## config.mk

```make
export PLATFORM = sky130hd
export DESIGN_NAME = ps2_keycode_rollover
export DESIGN_NICKNAME = d
export VERILOG_FILES = /design/src/rtl/ps2_keycode_rollover.sv
export SDC_FILE = /design/constraint.sdc
export NUM_CORES = 1
export LEC_CHECK = 0
export BUFFER_PORTS_ARGS = -buffer_cell sky130_fd_sc_hd__clkbuf_2
export CORE_MARGIN = 10
export CORE_UTILIZATION = 62
export CTS_CLUSTER_SIZE = 25
export DETAILED_ROUTE_END_ITERATION = 10
export PLACE_DENSITY = 0.81
export SYNTH_ARGS = -nofsm -noshare
export SYNTH_HDL_FRONTEND = slang
export SYNTH_SLANG_ARGS = --single-unit
export TNS_END_PERCENT = 5
```

## constraint.sdc

```tcl
create_clock -name Clk -period 4.5 [get_ports Clk]
set_input_delay 0 -clock Clk [delete_from_list [all_inputs] [get_ports Clk]]
set_output_delay 0 -clock Clk [all_outputs]
set_load 0.02 [all_outputs]
```

## src/rtl/ps2_keycode_rollover.sv

```systemverilog
// PS/2 keyboard receiver with a four-slot key rollover table.
// Frames are sampled on synchronized PS2_CLK falling edges; a watchdog abandons stalled frames.
//
// state    | meaning
// S_IDLE   | waiting for a start bit (data 0 on a falling edge)
// S_DATA   | shifting in 8 data bits, LSB first
// S_PARITY | capturing the parity bit
// S_STOP   | capturing the stop bit, frame completes here
module ps2_keycode_rollover #(
  parameter int TIMEOUT_CYCLES = 50000
) (
  input  logic        Clk,
  input  logic        Reset,
  input  logic        PS2_CLK,
  input  logic        PS2_DAT,
  output logic [31:0] PS2keycode,
  output logic [7:0]  rx_byte,
  output logic        byte_valid,
  output logic        frame_err
);

  localparam int              WD_W    = (TIMEOUT_CYCLES > 2) ? $clog2(TIMEOUT_CYCLES) : 1;
  localparam logic [WD_W-1:0] WD_LAST = WD_W'(TIMEOUT_CYCLES - 1);

  typedef enum logic [1:0] {S_IDLE, S_DATA, S_PARITY, S_STOP} state_t;

  state_t          r_state;
  state_t          w_state_next;
  logic            r_clk_s1, r_clk_s2, r_clk_prev;
  logic            r_dat_s1, r_dat_s2;
  logic [2:0]      r_bit_cnt;
  logic [WD_W-1:0] r_wdog;
  logic [7:0]      r_shift;
  logic            r_parity;
  logic [7:0]      r_rx_byte;
  logic            r_byte_valid;
  logic            r_frame_err;
  logic [3:0][7:0] r_keys;
  logic            r_ext;
  logic            r_brk;

  logic            w_fall;
  logic            w_timeout;
  logic            w_frame_done;
  logic            w_good;
  logic            w_bad;
  logic            w_hit;
  logic            w_has_empty;
  logic [1:0]      w_empty_idx;

  // Synchronizers reset to the PS/2 idle level so release never looks like an edge.
  always_ff @(posedge Clk) begin
    if (Reset) begin
      r_clk_s1   <= 1'b1;
      r_clk_s2   <= 1'b1;
      r_clk_prev <= 1'b1;
      r_dat_s1   <= 1'b1;
      r_dat_s2   <= 1'b1;
    end else begin
      r_clk_s1   <= PS2_CLK;
      r_clk_s2   <= r_clk_s1;
      r_clk_prev <= r_clk_s2;
      r_dat_s1   <= PS2_DAT;
      r_dat_s2   <= r_dat_s1;
    end
  end

  assign w_fall    = r_clk_prev & ~r_clk_s2;
  assign w_timeout = (r_state != S_IDLE) && !w_fall && (r_wdog == WD_LAST);

  always_ff @(posedge Clk) begin
    if (Reset) r_state <= S_IDLE;
    else       r_state <= w_state_next;
  end

  always_comb begin
    w_state_next = r_state;
    w_frame_done = 1'b0;
    if (w_timeout) begin
      w_state_next = S_IDLE;
    end else if (w_fall) begin
      case (r_state)
        S_IDLE:   if (!r_dat_s2) w_state_next = S_DATA;
        S_DATA:   if (r_bit_cnt == 3'd7) w_state_next = S_PARITY;
        S_PARITY: w_state_next = S_STOP;
        S_STOP: begin
          w_state_next = S_IDLE;
          w_frame_done = 1'b1;
        end
        default:  w_state_next = S_IDLE;
      endcase
    end
  end

  assign w_good = w_frame_done && r_dat_s2 && (^{r_shift, r_parity});
  assign w_bad  = w_frame_done && !w_good;

  always_ff @(posedge Clk) begin
    if (Reset) begin
      r_bit_cnt    <= '0;
      r_wdog       <= '0;
      r_shift      <= '0;
      r_parity     <= 1'b0;
      r_rx_byte    <= '0;
      r_byte_valid <= 1'b0;
      r_frame_err  <= 1'b0;
    end else begin
      r_byte_valid <= w_good;
      r_frame_err  <= w_bad;
      if (w_good) r_rx_byte <= r_shift;

      if (w_fall || w_timeout || r_state == S_IDLE) r_wdog <= '0;
      else                                          r_wdog <= r_wdog + 1'b1;

      if (w_fall && !w_timeout) begin
        case (r_state)
          S_IDLE:   r_bit_cnt <= '0;
          S_DATA: begin
            r_shift   <= {r_dat_s2, r_shift[7:1]};
            r_bit_cnt <= r_bit_cnt + 3'd1;
          end
          S_PARITY: r_parity <= r_dat_s2;
          default:  ;
        endcase
      end
    end
  end

  // Slot lookup: scan high to low so the lowest empty index wins.
  always_comb begin
    w_hit       = 1'b0;
    w_has_empty = 1'b0;
    w_empty_idx = 2'd0;
    for (int k = 3; k >= 0; k--) begin
      if (r_keys[k] == r_rx_byte) w_hit = 1'b1;
      if (r_keys[k] == 8'h00) begin
        w_has_empty = 1'b1;
        w_empty_idx = 2'(k);
      end
    end
  end

  // Extended codes share the table with their base byte; ext only marks the prefix.
  always_ff @(posedge Clk) begin
    if (Reset) begin
      r_keys <= '0;
      r_ext  <= 1'b0;
      r_brk  <= 1'b0;
    end else if (r_frame_err) begin
      r_ext <= 1'b0;
      r_brk <= 1'b0;
    end else if (r_byte_valid) begin
      case (r_rx_byte)
        8'hE0: r_ext <= 1'b1;
        8'hF0: r_brk <= 1'b1;
        8'hE1, 8'h00, 8'hFF: begin
          r_ext <= r_ext;
          r_brk <= r_brk;
        end
        default: begin
          r_ext <= 1'b0;
          r_brk <= 1'b0;
          if (r_brk) begin
            for (int k = 0; k < 4; k++)
              if (r_keys[k] == r_rx_byte) r_keys[k] <= 8'h00;
          end else if (!w_hit && w_has_empty) begin
            r_keys[w_empty_idx] <= r_rx_byte;
          end
        end
      endcase
    end
  end

  assign PS2keycode = r_keys;
  assign rx_byte    = r_rx_byte;
  assign byte_valid = r_byte_valid;
  assign frame_err  = r_frame_err;

endmodule

```

# --- Yosys cells after proc, flatten, opt, wreduce, memory -nomap -nowiden ---
# Index checks and enable logic that the tools add are counted.
totals:
  output_inout_bits: 42
  input_bits: 4
  word_cells: 113
  ff_bits: 78
classes:
  n_eq_ne: 19
  reduce_logical: 38
  n_lt_le_gt_ge: 2
  bitwise: 5
  muxes: 29
  n_addsub: 2
ops:
  columns: ["operator", "n"]
  rows:
  - ["2-to-1 mux 32 bit", 2]
  - ["zero test 8 bit", 5]
  - ["2-to-1 mux 8 bit", 5]
  - ["bitwise mux 32 bit", 1]
  - ["equality test 8 bit", 4]
  - ["equality test 8 bit, second input constant", 4]
  - ["AND reduction 5 bit", 4]
  - ["adder 16 x 1 -> 16 bit, second input constant", 1]
  - ["demux 8 bit (select 2 bit)", 1]
  - ["equality test 16 bit, second input constant", 1]
  - ["2-to-1 mux 2 bit", 6]
  - ["2-to-1 mux 1 bit", 11]
  - ["XOR reduction 9 bit", 1]
  - ["logical AND 1 bit", 8]
  - ["!= test 2 x 1 -> 1 bit, second input constant", 4]
  - ["one-hot mux 2 bit (4 select lines)", 1]
  - ["AND reduction 2 bit", 4]
  - ["one-hot mux 3 bit (2 select lines)", 1]
  - ["nonzero test 2 bit", 3]
  - ["OR reduction 2 bit", 3]
  - ["OR reduction 5 bit", 1]
  - ["equality test 2 bit, second input constant", 2]
  - ["zero test 1 bit", 4]
  - ["!= test 2 bit, second input constant", 2]
  - ["12 further kinds", 16]

# --- Logic depth before layout (Yosys ltp) ---
# Gate-level depths: netlist (run 1).
depth:
  word_depth: 12
  depth_mapped: 8
  depth_no_buf: 6

# --- Least setup slack after synthesis (run 1) ---
# OpenSTA, ideal clock, no wires.
synth_path:
  path_kind: "register -> register"
  from: "reg r_rx_byte[5], in the netlist rx_byte[5]"
  to: "reg r_keys, in the netlist PS2keycode[0]"
  arrival_time_ns: 2.057
  setup_ns: 0.060
  path_stages_with_launch: 7
  synth_period_minus_slack_ns: 2.117
  slack_ns: 2.383
  t_required_ns: 4.440
  n_path_buf: 1
  cell_sequence: "dfxtp_1 nor4_1 o21a_1 or4_4 buf_6 nor4_4 a22o_1"
synth_between:
  elab_chain_len: 9
  word_cells_on_any_way: 20
  cone_classes: "9 x eq/ne; 4 x mux; 1 x bitwise; 6 x reduce/logical"
synth_lines:
  columns: ["element", "line_no", "source"]
  rows:
  - ["from (decl)", "35", "logic [7:0] r_rx_byte;"]
  - ["from (signal assigned)", "110", "if (w_good) r_rx_byte <= r_shift;"]
  - ["equality test 8 bit", "135", "if (r_keys[k] == r_rx_byte) w_hit = 1'b1;"]
  - ["2-to-1 mux 1 bit (4 in series)", "135", null]
  - ["zero test 1 bit", "166", "end else if (!w_hit && w_has_empty) begin"]
  - ["logical AND 1 bit", "166", null]
  - ["nonzero test 2 bit (no line)", null, null]
  - ["AND reduction 5 bit (no line) (*)", null, null]
  - ["to (signal, indexed assignment)", "167", "r_keys[w_empty_idx] <= r_rx_byte;"]
  - ["to (decl)", "38", "logic [3:0][7:0] r_keys;"]
# Mark *: on every way between the ends. The rest lies on a longest branch, timed or not.
# A chain may end at the register's enable or synchronous reset.

# --- Worst setup path in the final report (run 1) ---
layout_path:
  from: "reg r_rx_byte[6], in the netlist rx_byte[6]"
  to: "reg r_keys, in the netlist PS2keycode[28]"
layout_between:
  elab_chain_len: 9
  word_cells_on_any_way: 20
  cone_classes: "9 x eq/ne; 4 x mux; 1 x bitwise; 6 x reduce/logical"
layout_lines:
  columns: ["element", "line_no"]
  rows:
  - ["equality test 8 bit", "135, 165"]
  - ["2-to-1 mux 1 bit (4 in series)", "135"]
  - ["zero test 1 bit", "166"]
  - ["logical AND 1 bit", "166"]
  - ["nonzero test 2 bit (no line)", null]
  - ["AND reduction 5 bit (no line) (*)", null]
# Marked as above.

==> results of run 1 <==
-- through the flow --
stage / setup slack, ps / utilization (%) / instance area (um^2)
floorplan: 2380 / - / 3830
global placement: 2100 / 67.5 / 4020
detailed placement: 2010 / 67.5 / 4020
CTS: 2000 / 71.4 / 4250
global route: 1800 / 71.4 / 4250
finish: 1960 / 71.4 / 4250
-- registers in the layout, indices dropped and copies added, names as in the netlist --
| name | cells |
|---|---|
| r_parity | 1 |
| r_dat_s1 | 1 |
| r_dat_s2 | 1 |
| frame_err | 1 |
| r_shift | 8 |
| rx_byte | 8 |
| r_clk_s2 | 1 |
| r_bit_cnt | 3 |
| PS2keycode | 32 |
| byte_valid | 1 |
| r_state | 2 |
| r_clk_prev | 1 |
| r_brk | 1 |
| r_clk_s1 | 1 |
| r_wdog | 16 |
-- logic make-up (layout without fill, tap and decap cells) --
kind of cell    after synthesis  count (layout)  synth area share [%]
flops                        78              78                  40.8
fa+ha+maj                     7               7                  2.29
mux                           8               8                  2.09
simple gates                166             166                  24.3
xor+xnor                     53              53                  12.5
compound gates               70              70                  14.0
buf+inv                      25              69                  4.02
-- critical path, stage by stage, from the launching register on --
cell and delay (ps):
sky130_fd_sc_hd__dfxtp_1 720, sky130_fd_sc_hd__nor4_1 130, sky130_fd_sc_hd__o21a_1 240, sky130_fd_sc_hd__or4_4 630, sky130_fd_sc_hd__nor4_4 560, sky130_fd_sc_hd__a22o_1 210
-- layer usage --
metal	share of wire, %	GRT usage, %
met1	42	19.3
met2	51	29.2
met3	6.0	4.75
met4	1.2	6.06
met5	0	0
-- synth_stat cells, drive strengths merged, types with 2 or more instances --
cell	count	area share, %
nand2	34	3.3
a21bo	8	2.1
clkbuf	7	0.69
xor2	14	3.2
nand4	12	2.0
and2	4	0.69
dfxtp	78	41
a21oi	14	1.8
nand2b	2	0.33
a31oi	2	0.33
mux2i	8	2.1
a211oi	2	0.39
xnor2	38	8.7
nand3	12	1.6
and3	3	0.62
a22o	23	5.3
nor2b	13	2.1
a32oi	8	1.8
nand4b	2	0.46
nor2	43	4.3
nor4b	7	1.6
o21a	2	0.39
ha	7	2.3
or2	7	1.1
a22oi	2	0.39
buf	13	2.8
o21ai	7	1.0
or4	8	1.8
nor4	14	3.5
inv	5	0.49
-- how the worst max path moves through the flow --
stage	start	endpoint	slack [ps]	cells after the start
global route	rx_byte[6]	PS2keycode[3]	1800	5
CTS	rx_byte[6]	PS2keycode[28]	2000	5
global placement	rx_byte[5]	PS2keycode[27]	2100	5
floorplan	rx_byte[5]	PS2keycode[0]	2380	6
detailed placement	rx_byte[6]	PS2keycode[28]	2010	5
finish	rx_byte[6]	PS2keycode[28]	1960	5
-- where the power goes --
part	total (mW)	internal, mW	leakage, nW	switching (mW)
logic	0.0201	0.00615	0.903	0.0139
clock network	0.548	0.289	0.103	0.259
registers	0.693	0.692	0.629	0.00116
-- layout make-up --
cell class                      instances  share of cell area (%)
Timing Repair Buffer                   48                    5.94
Tap cell                               75                    2.21
Clock buffer                           12                    3.65
Inverter                                5                   0.441
Multi-Input combinational cell        304                    49.7
Sequential cell                        78                    36.7
Clock inverter                          4                    1.29
==> flow_summary.json, run 1 <==
{
  "via_count": 3084,
  "clock_path_buffers": 2,
  "die_footprint_mm2": 0.00972,
  "gp_routability_congestion": 0.836,
  "timing.critical_path.required_ps": 4790,
  "detailed_place_hpwl_mm": 5.98,
  "critical_path.reg2reg.startpoint": "rx_byte[6]",
  "core-area_mm2": 0.00596,
  "grt_overflow": 0,
  "post_route_cells_drive_above_1_share_pct": 18.8,
  "layout-area-overhead-vs-synth_pct": 11.0,
  "wl_per_cell_um": 16.1,
  "die_x_um": 98.6,
  "time_the_final_worst_path_needs_with_i_o_delays_and_setup_ps": 2540,
  "regArea_mm2": 0.00156,
  "static-leakage-power_nw": 1.63,
  "main_synth_ff_type": "sky130_fd_sc_hd__dfxtp_1",
  "worst_setup_path_start_kind": "flip-flop",
  "clock_tree.htree_level_count": 3,
  "ff2ff_path_depth": 5,
  "holdPathStages": 3,
  "clkSinkCount": 78,
  "finalHoldViolCount": 0,
  "num_antenna_cells": 0,
  "antenna_violating_nets_post_route": 0,
  "rsz0062_at_grt": "no",
  "report.final.setup_viol": 0,
  "first_global_vias": 2948,
  "skew_ps": 9.58,
  "whs_endpoint": "r_bit_cnt[0]",
  "cp-end-kind": "flip-flop",
  "numPlacedInstances": 508,
  "async_flop_share_pct": 0,
  "number_of_antenna_violations_at_the_first_check_in_global_routing": 0,
  "totalWireLength_mm": 8.44,
  "whs_ps": 185,
  "numPortBuffers": 45,
  "regToRegEndpoint": "PS2keycode[28]",
  "syn_area_per_cell_um2": 9.41,
  "nets": 457,
  "drt_first_pass_iters": 4,
  "dieHeight_um": 98.6,
  "netlist_instances": 407,
  "clk_transition_reported_paths_ps": 80,
  "run_status": "completed",
  "post-route-period-util_pct": 56.5,
  "yosysWarnings": 0,
  "initial_utilization_pct": 64.3,
  "tightest_slew_ps": 853,
  "tritoncts": "yes",
  "multiInputGateArea_mm2": 0.00212,
  "setup_tns_ps": 0,
  "min-delay-path-class": "input port to flip-flop",
  "design_power_total_mw": 1.26,
  "postCtsHoldBufs": 2,
  "grt_start_max_net_pins": 53,
  "synth_cell_types": 47,
  "synth.ff_latch_count": 78,
  "post_cts_setup_buffers": 0,
  "synth-edff-count": 0,
  "rrSetupSlack_ps": 1960,
  "synth.net_count": 418,
  "skew_pair_late_insertion_delay_ps": 350,
  "detail_route.drc_violations": 0,
  "first_drt_iteration_drcs": 157,
  "power_density_mw_per_mm2": 297,
  "most_common_library_cell_in_the_layout_ignoring_fill_and_taps": "sky130_fd_sc_hd__dfxtp_1",
  "most-common-layout-cells": "78 x sky130_fd_sc_hd__dfxtp_1, 45 x sky130_fd_sc_hd__clkbuf_2, 42 x sky130_fd_sc_hd__nor2_1",
  "post_layout_nonfiller_instances": 526,
  "worst_path_class_setup": "flip-flop to flip-flop",
  "cts_resized": 0,
  "top_level_ports": 46,
  "fillCellCount": 491,
  "cp_data_arrival_time_ps": 2840,
  "path_max_fanout": 14,
  "slew_headroom_pct": 43.0,
  "grt_usage_pct": 16.8,
  "max_freq_mhz": 393,
  "netlist_area_mm2": 0.00383,
  "cts-buffers-inserted": 9,
  "ir_drop_v": 0.000241,
  "yosysSeqAreaShare_pct": 40.8,
  "viasPerCell": 5.86,
  "grt_pass1_wl_mm": 13.9,
  "cts_root_buf": "sky130_fd_sc_hd__clkbuf_8",
  "timing.hold.worst.start": "Reset",
  "timing_max_transition_violations_final": 0,
  "rows": 28,
  "maxCapViolCount": 0
}
Note: power is estimated with default switching activity, not from simulation.
==> run 2: changes to the inputs <==
--- a/config.mk
+++ b/config.mk
@@ -7,10 +7,10 @@
 export LEC_CHECK = 0
 export BUFFER_PORTS_ARGS = -buffer_cell sky130_fd_sc_hd__clkbuf_2
 export CORE_MARGIN = 10
-export CORE_UTILIZATION = 62
+export CORE_UTILIZATION = 58
 export CTS_CLUSTER_SIZE = 25
 export DETAILED_ROUTE_END_ITERATION = 10
-export PLACE_DENSITY = 0.81
+export PLACE_DENSITY = 0.77
 export SYNTH_ARGS = -nofsm -noshare
 export SYNTH_HDL_FRONTEND = slang
 export SYNTH_SLANG_ARGS = --single-unit
==> constraint.sdc (replaced) <==
create_clock -name Clk -period 2.55 [get_ports Clk]
set_input_delay 0 -clock Clk [delete_from_list [all_inputs] [get_ports Clk]]
set_output_delay 0 -clock Clk [all_outputs]
set_load 0.02 [all_outputs]
==> run 2 against run 1 <==
  * Setup slack worse by 1900 ps
  * Power grew 66%
  * Register-to-register slack lost 1900 ps
  * Global-route usage is 0.44 points lower
  * Worst hold slack improved by 52 ps
  * Count of clock-buffer cells in the layout stayed put
  * Sequential power increased by 76%
  * Utilization fell by 3.8 points
  * Die area rose by 5.5%
  * Via count grew 0.16%
  * Non-clock buffer count grew 13
  * Clock power up 52%
  * Critical path type unchanged
  * Largest power group unchanged
==> flow_summary.json, run 2 (synthesized netlist as in run 1, its figures left out) <==
{
  "rows": 29,
  "post_cts_setup_buffers": 0,
  "grt_overflow": 0,
  "tritoncts": "yes",
  "clkSinkCount": 78,
  "drt_first_pass_iters": 4,
  "slowest_delay_ps": 750,
  "cts_root_buf": "sky130_fd_sc_hd__clkbuf_8",
  "skew_ps": 9.89,
  "cp-end-kind": "flip-flop",
  "dieHeight_um": 101,
  "first_drt_iteration_drcs": 138,
  "tightest_slew_ps": 839,
  "most_common_library_cell_in_the_layout_ignoring_fill_and_taps": "sky130_fd_sc_hd__dfxtp_1",
  "cp_top_delay_family": "simple AND/OR/NAND/NOR gates",
  "power.switching_fraction_pct": 22.8,
  "time_the_final_worst_path_needs_with_i_o_delays_and_setup_ps": 2450,
  "clk_transition_reported_paths_ps": 80,
  "core-area_mm2": 0.00639,
  "cp_data_arrival_time_ps": 2740,
  "via_count": 3089,
  "rsz0062_at_grt": "no",
  "worst_setup_path_start_kind": "flip-flop",
  "setup_tns_ps": 0,
  "clock_path_buffers": 2,
  "power_report.internal_total_mw": 1.62,
  "post_route_cells_drive_above_1_share_pct": 20.9,
  "combPwrFrac_pct": 1.8,
  "grt_pass1_wl_mm": 13.9,
  "largest_reg_flops": 32,
  "viasPerCell": 5.71,
  "grt_usage_pct": 16.4,
  "skew_pair_late_insertion_delay_ps": 350,
  "clock_tree.htree_level_count": 3,
  "finalHoldViolCount": 0,
  "wl_per_cell_um": 15.4,
  "die_x_um": 101,
  "top_level_ports": 46,
  "post-route-period-util_pct": 95.9,
  "detail_route.drc_violations": 0,
  "initial_utilization_pct": 60.0,
  "power_frac_seq_pct": 58.4,
  "grt_start_max_net_pins": 33,
  "postCtsHoldBufs": 2,
  "max_freq_mhz": 409,
  "static-leakage-power_nw": 1.68,
  "cts-buffers-inserted": 9,
  "nets": 470,
  "most-common-layout-cells": "78 x sky130_fd_sc_hd__dfxtp_1, 45 x sky130_fd_sc_hd__clkbuf_2, 42 x sky130_fd_sc_hd__nor2_1",
  "numPortBuffers": 45,
  "worst_path_class_setup": "flip-flop to flip-flop",
  "worstPathBufferInverterCount": 0,
  "antenna_violating_nets_post_route": 0,
  "report.final.setup_viol": 0,
  "min-delay-path-class": "input port to flip-flop",
  "slew_headroom_pct": 44.0,
  "cell_by_cell_trace_of_the_critical_path": "xor2_1 -> nor4_1 -> and2_1 -> or4_4 -> nor4_4 -> a22o_1",
  "power.share.clock_pct": 39.8,
  "num_antenna_cells": 0,
  "path_max_fanout": 13,
  "die_footprint_mm2": 0.0103,
  "gp_routability_congestion": 0.866,
  "power.switching_mw": 0.476,
  "timing_max_transition_violations_final": 0,
  "number_of_antenna_violations_at_the_first_check_in_global_routing": 0,
  "crit_slowest_cell": "sky130_fd_sc_hd__dfxtp_1",
  "timing.critical_path.required_ps": 2840,
  "design_power_total_mw": 2.09,
  "cts_resized": 0,
  "first_global_vias": 2941,
  "power_density_mw_per_mm2": 485,
  "finish.utilization_pct": 67.6,
  "detailed_place_hpwl_mm": 5.92,
  "layout-area-overhead-vs-synth_pct": 12.7,
  "ir_drop_v": 0.000420,
  "maxCapViolCount": 0,
  "run_status": "completed",
  "totalWireLength_mm": 8.33
}
run 2: path summary, 6_finish.rpt:
check	startpoint	end	slack (ps)	cells after the start
max	rx_byte[4]	PS2keycode[30]	100	6
min	Reset	r_bit_cnt[0]	240	2
max reg2reg	rx_byte[4]	PS2keycode[30]	100	6
min reg2reg	r_dat_s1	r_dat_s2	410	1
run 2: per-layer routing:
metal | up-vias | share of wire (%) | wire length (um) | global-route usage, %
li1 | 1560 | - | - | -
met1 | 1454 | 45 | 3720 | 18.9
met2 | 62 | 48 | 4020 | 27.6
met3 | 13 | 5.6 | 463 | 5.04
met4 | 0 | 1.6 | 132 | 6.65
met5 | - | 0 | 0 | 0
run 2: area by class of cell:
class	instances	area (um^2)
clock buffer	12	145
clock inverter	4	31.3
fill	529	2070
inverter	5	18.8
multi-input combinational	304	2120
sequential	78	1560
tap	77	96.3
timing repair buffer	61	350
run 2: metrics by stage:
step | setup slack (ps) | instances | cell area, um^2 | hold WS [ps]
after floorplan | 433 | 407 | 3830 | 104
after global placement | 239 | 523 | 4120 | 186
after detailed placement | 166 | 523 | 4120 | 187
after CTS | 119 | 541 | 4320 | 211
after global routing | 8.63 | 541 | 4320 | 280
final | 105 | 541 | 4320 | 237
run 2: power by group through the flow:
stage | logic (mW) | registers [mW] | clock network (mW)
after floorplan | 0.0258 | 1.25 | 0
final | 0.0384 | 1.22 | 0.832
after CTS | 0.0378 | 1.22 | 0.848
after detailed placement | 0.0353 | 1.25 | 0
after global placement | 0.0345 | 1.25 | 0
after global routing | 0.0418 | 1.22 | 0.905
==> run 3: changes to the inputs <==
==> constraint.sdc (replaced) <==
create_clock -name Clk -period 2.55 [get_ports Clk]
set_input_delay 0 -clock Clk [delete_from_list [all_inputs] [get_ports Clk]]
set_output_delay 0 -clock Clk [all_outputs]
set_load 0.1 [all_outputs]
==> run 3 against run 2 <==
  * Clock power is 24% higher
  * Setup slack better by 160 ps
  * Count of clock-buffer cells in the layout is 1 lower
  * Combinational power is 4% lower
  * Die area stayed put
  * Register-to-register slack better by 160 ps
  * Sequential cell count stayed put
  * Critical path type unchanged
  * Largest cell class unchanged
  * Critical path depth is 1 lower
  * Final cell count is 2.2% lower
==> flow_summary.json, run 3 (synthesized netlist as in run 1, its figures left out) <==
{
  "path_max_fanout": 14,
  "whs_endpoint": "r_shift[5]",
  "post-route-period-util_pct": 89.8,
  "worst_path_class_setup": "flip-flop to flip-flop",
  "rsz0062_at_grt": "no",
  "rows": 29,
  "static-leakage-power_nw": 1.65,
  "numPortBuffers": 45,
  "timing.critical_path.required_ps": 2840,
  "clkSinkCount": 78,
  "totalWireLength_mm": 8.33,
  "power_density_mw_per_mm2": 533,
  "worst_setup_slack_final_ps": 261,
  "first_drt_iteration_drcs": 162,
  "viasPerCell": 5.86,
  "die_footprint_mm2": 0.0103,
  "wl_per_cell_um": 15.7,
  "tightest_slew_ps": 855,
  "grt_start_max_net_pins": 32,
  "critical_path.reg2reg.startpoint": "rx_byte[6]",
  "num_antenna_cells": 0,
  "cts_resized": 0,
  "die_x_um": 101,
  "tritoncts": "yes",
  "top_level_ports": 46,
  "grt_overflow": 0,
  "min-delay-path-class": "input port to flip-flop",
  "detailed_place_hpwl_mm": 5.91,
  "via_count": 3101,
  "run_status": "completed",
  "cell_by_cell_trace_of_the_critical_path": "nor4_1 -> o21a_1 -> or4_4 -> nor4_4 -> a22o_1",
  "timing.hold.worst.start": "Reset",
  "max_freq_mhz": 437,
  "drt_first_pass_iters": 4,
  "skew_pair_late_insertion_delay_ps": 350,
  "clock_tree.htree_level_count": 3,
  "ff2ff_path_depth": 5,
  "regArea_mm2": 0.00157,
  "holdPathStages": 2,
  "cts-buffers-inserted": 9,
  "layout-area-overhead-vs-synth_pct": 11.9,
  "most_common_library_cell_in_the_layout_ignoring_fill_and_taps": "sky130_fd_sc_hd__dfxtp_1",
  "ir_drop_v": 0.000431,
  "clock_path_buffers": 2,
  "cp_data_arrival_time_ps": 2580,
  "rrSetupSlack_ps": 260,
  "finalHoldViolCount": 0,
  "clk_transition_reported_paths_ps": 80,
  "worst_setup_path_start_kind": "flip-flop",
  "slowest_delay_ps": 630,
  "report.final.setup_viol": 0,
  "largest_reg_flops": 32,
  "first_global_vias": 2900,
  "fillCellCount": 525,
  "setup_tns_ps": 0,
  "grt_pass1_wl_mm": 13.5,
  "number_of_antenna_violations_at_the_first_check_in_global_routing": 0,
  "nets": 458,
  "most-common-layout-cells": "70 x sky130_fd_sc_hd__dfxtp_1, 45 x sky130_fd_sc_hd__clkbuf_2, 42 x sky130_fd_sc_hd__nor2_1",
  "detail_route.drc_violations": 0,
  "placement.setup.worst_slack_ps": 288,
  "multiInputGateArea_mm2": 0.00212,
  "time_the_final_worst_path_needs_with_i_o_delays_and_setup_ps": 2290,
  "timing_max_transition_violations_final": 0,
  "slew_headroom_pct": 42.9,
  "grt_usage_pct": 15.9,
  "initial_utilization_pct": 60.0,
  "crit_slowest_cell": "sky130_fd_sc_hd__or4_4",
  "skew_ps": 9.58,
  "maxCapViolCount": 0,
  "core-area_mm2": 0.00639,
  "cp-end-kind": "flip-flop",
  "dieHeight_um": 101,
  "cts_root_buf": "sky130_fd_sc_hd__clkbuf_8",
  "regToRegEndpoint": "PS2keycode[3]",
  "post_route_cells_drive_above_1_share_pct": 20.8,
  "antenna_violating_nets_post_route": 0,
  "gp_routability_congestion": 0.836
}
[run 3: changes by cell type in the layout (fill, tap and decap cells not counted), sizes merged]
cell	previous run	this run
buf	14	2
bufinv	0	2
clkbuf	57	56
clkinv	0	1
clkinvlp	3	1
[run 3: worst max-delay path by stage]
stage | end | startpoint | slack (ps)
4_1_cts | PS2keycode[28] | rx_byte[5] | 260
3_3_place_gp | PS2keycode[27] | rx_byte[5] | 340
2_1_floorplan | PS2keycode[25] | PS2keycode[7] | 60
3_5_place_dp | PS2keycode[28] | rx_byte[5] | 290
6_report | PS2keycode[3] | rx_byte[6] | 260
5_1_grt | PS2keycode[0] | rx_byte[5] | 150
[run 3: area by class of cell]
type / count / area share, %
multi-input combinational: 304 / 49.4
timing repair buffer: 49 / 6.07
clock buffer: 11 / 3.30
inverter: 5 / 0.438
tap: 77 / 2.25
clock inverter: 5 / 1.90
sequential: 78 / 36.7
[run 3: metal layers]
layer  track usage (%)  share of wire [%]  vias up
li1                  -                  -     1540
met1              17.7                 44     1492
met2              28.5                 50       56
met3              4.22                5.4       13
met4              5.79                1.4        0
met5                 0                  0        -
[run 3: what timing repair did]
action                    CTS  global route
hold endpoints to repair    2             0
hold buffers                2             0
buffers inserted            0             0
[run 3: critical path: cells and delay by family, from the launching register on]
family / cells / cell delay (ps)
AOI/OAI and AO/OA: 2 / 410
DFF: 1 / 550
and+or+nand+nor: 3 / 1270
[run 3: power by group]
group	switching, mW	total (mW)	leakage [nW]	internal (mW)
combinational	0.0253	0.0368	0.908	0.0116
sequential	0.00182	1.22	0.633	1.22
clock	0.446	1.03	0.110	0.580
[run 3: through the flow]
stage	hold slack, ps	total power, mW	instances	area (um^2)	util (%)
after detailed placement	190	1.29	511	4040	63.3
after CTS	113	2.30	529	4290	67.1
after global routing	137	2.36	529	4290	67.1
after global placement	184	1.28	511	4040	63.3
final	118	2.28	529	4290	67.1
after floorplan	104	1.28	407	3840	-
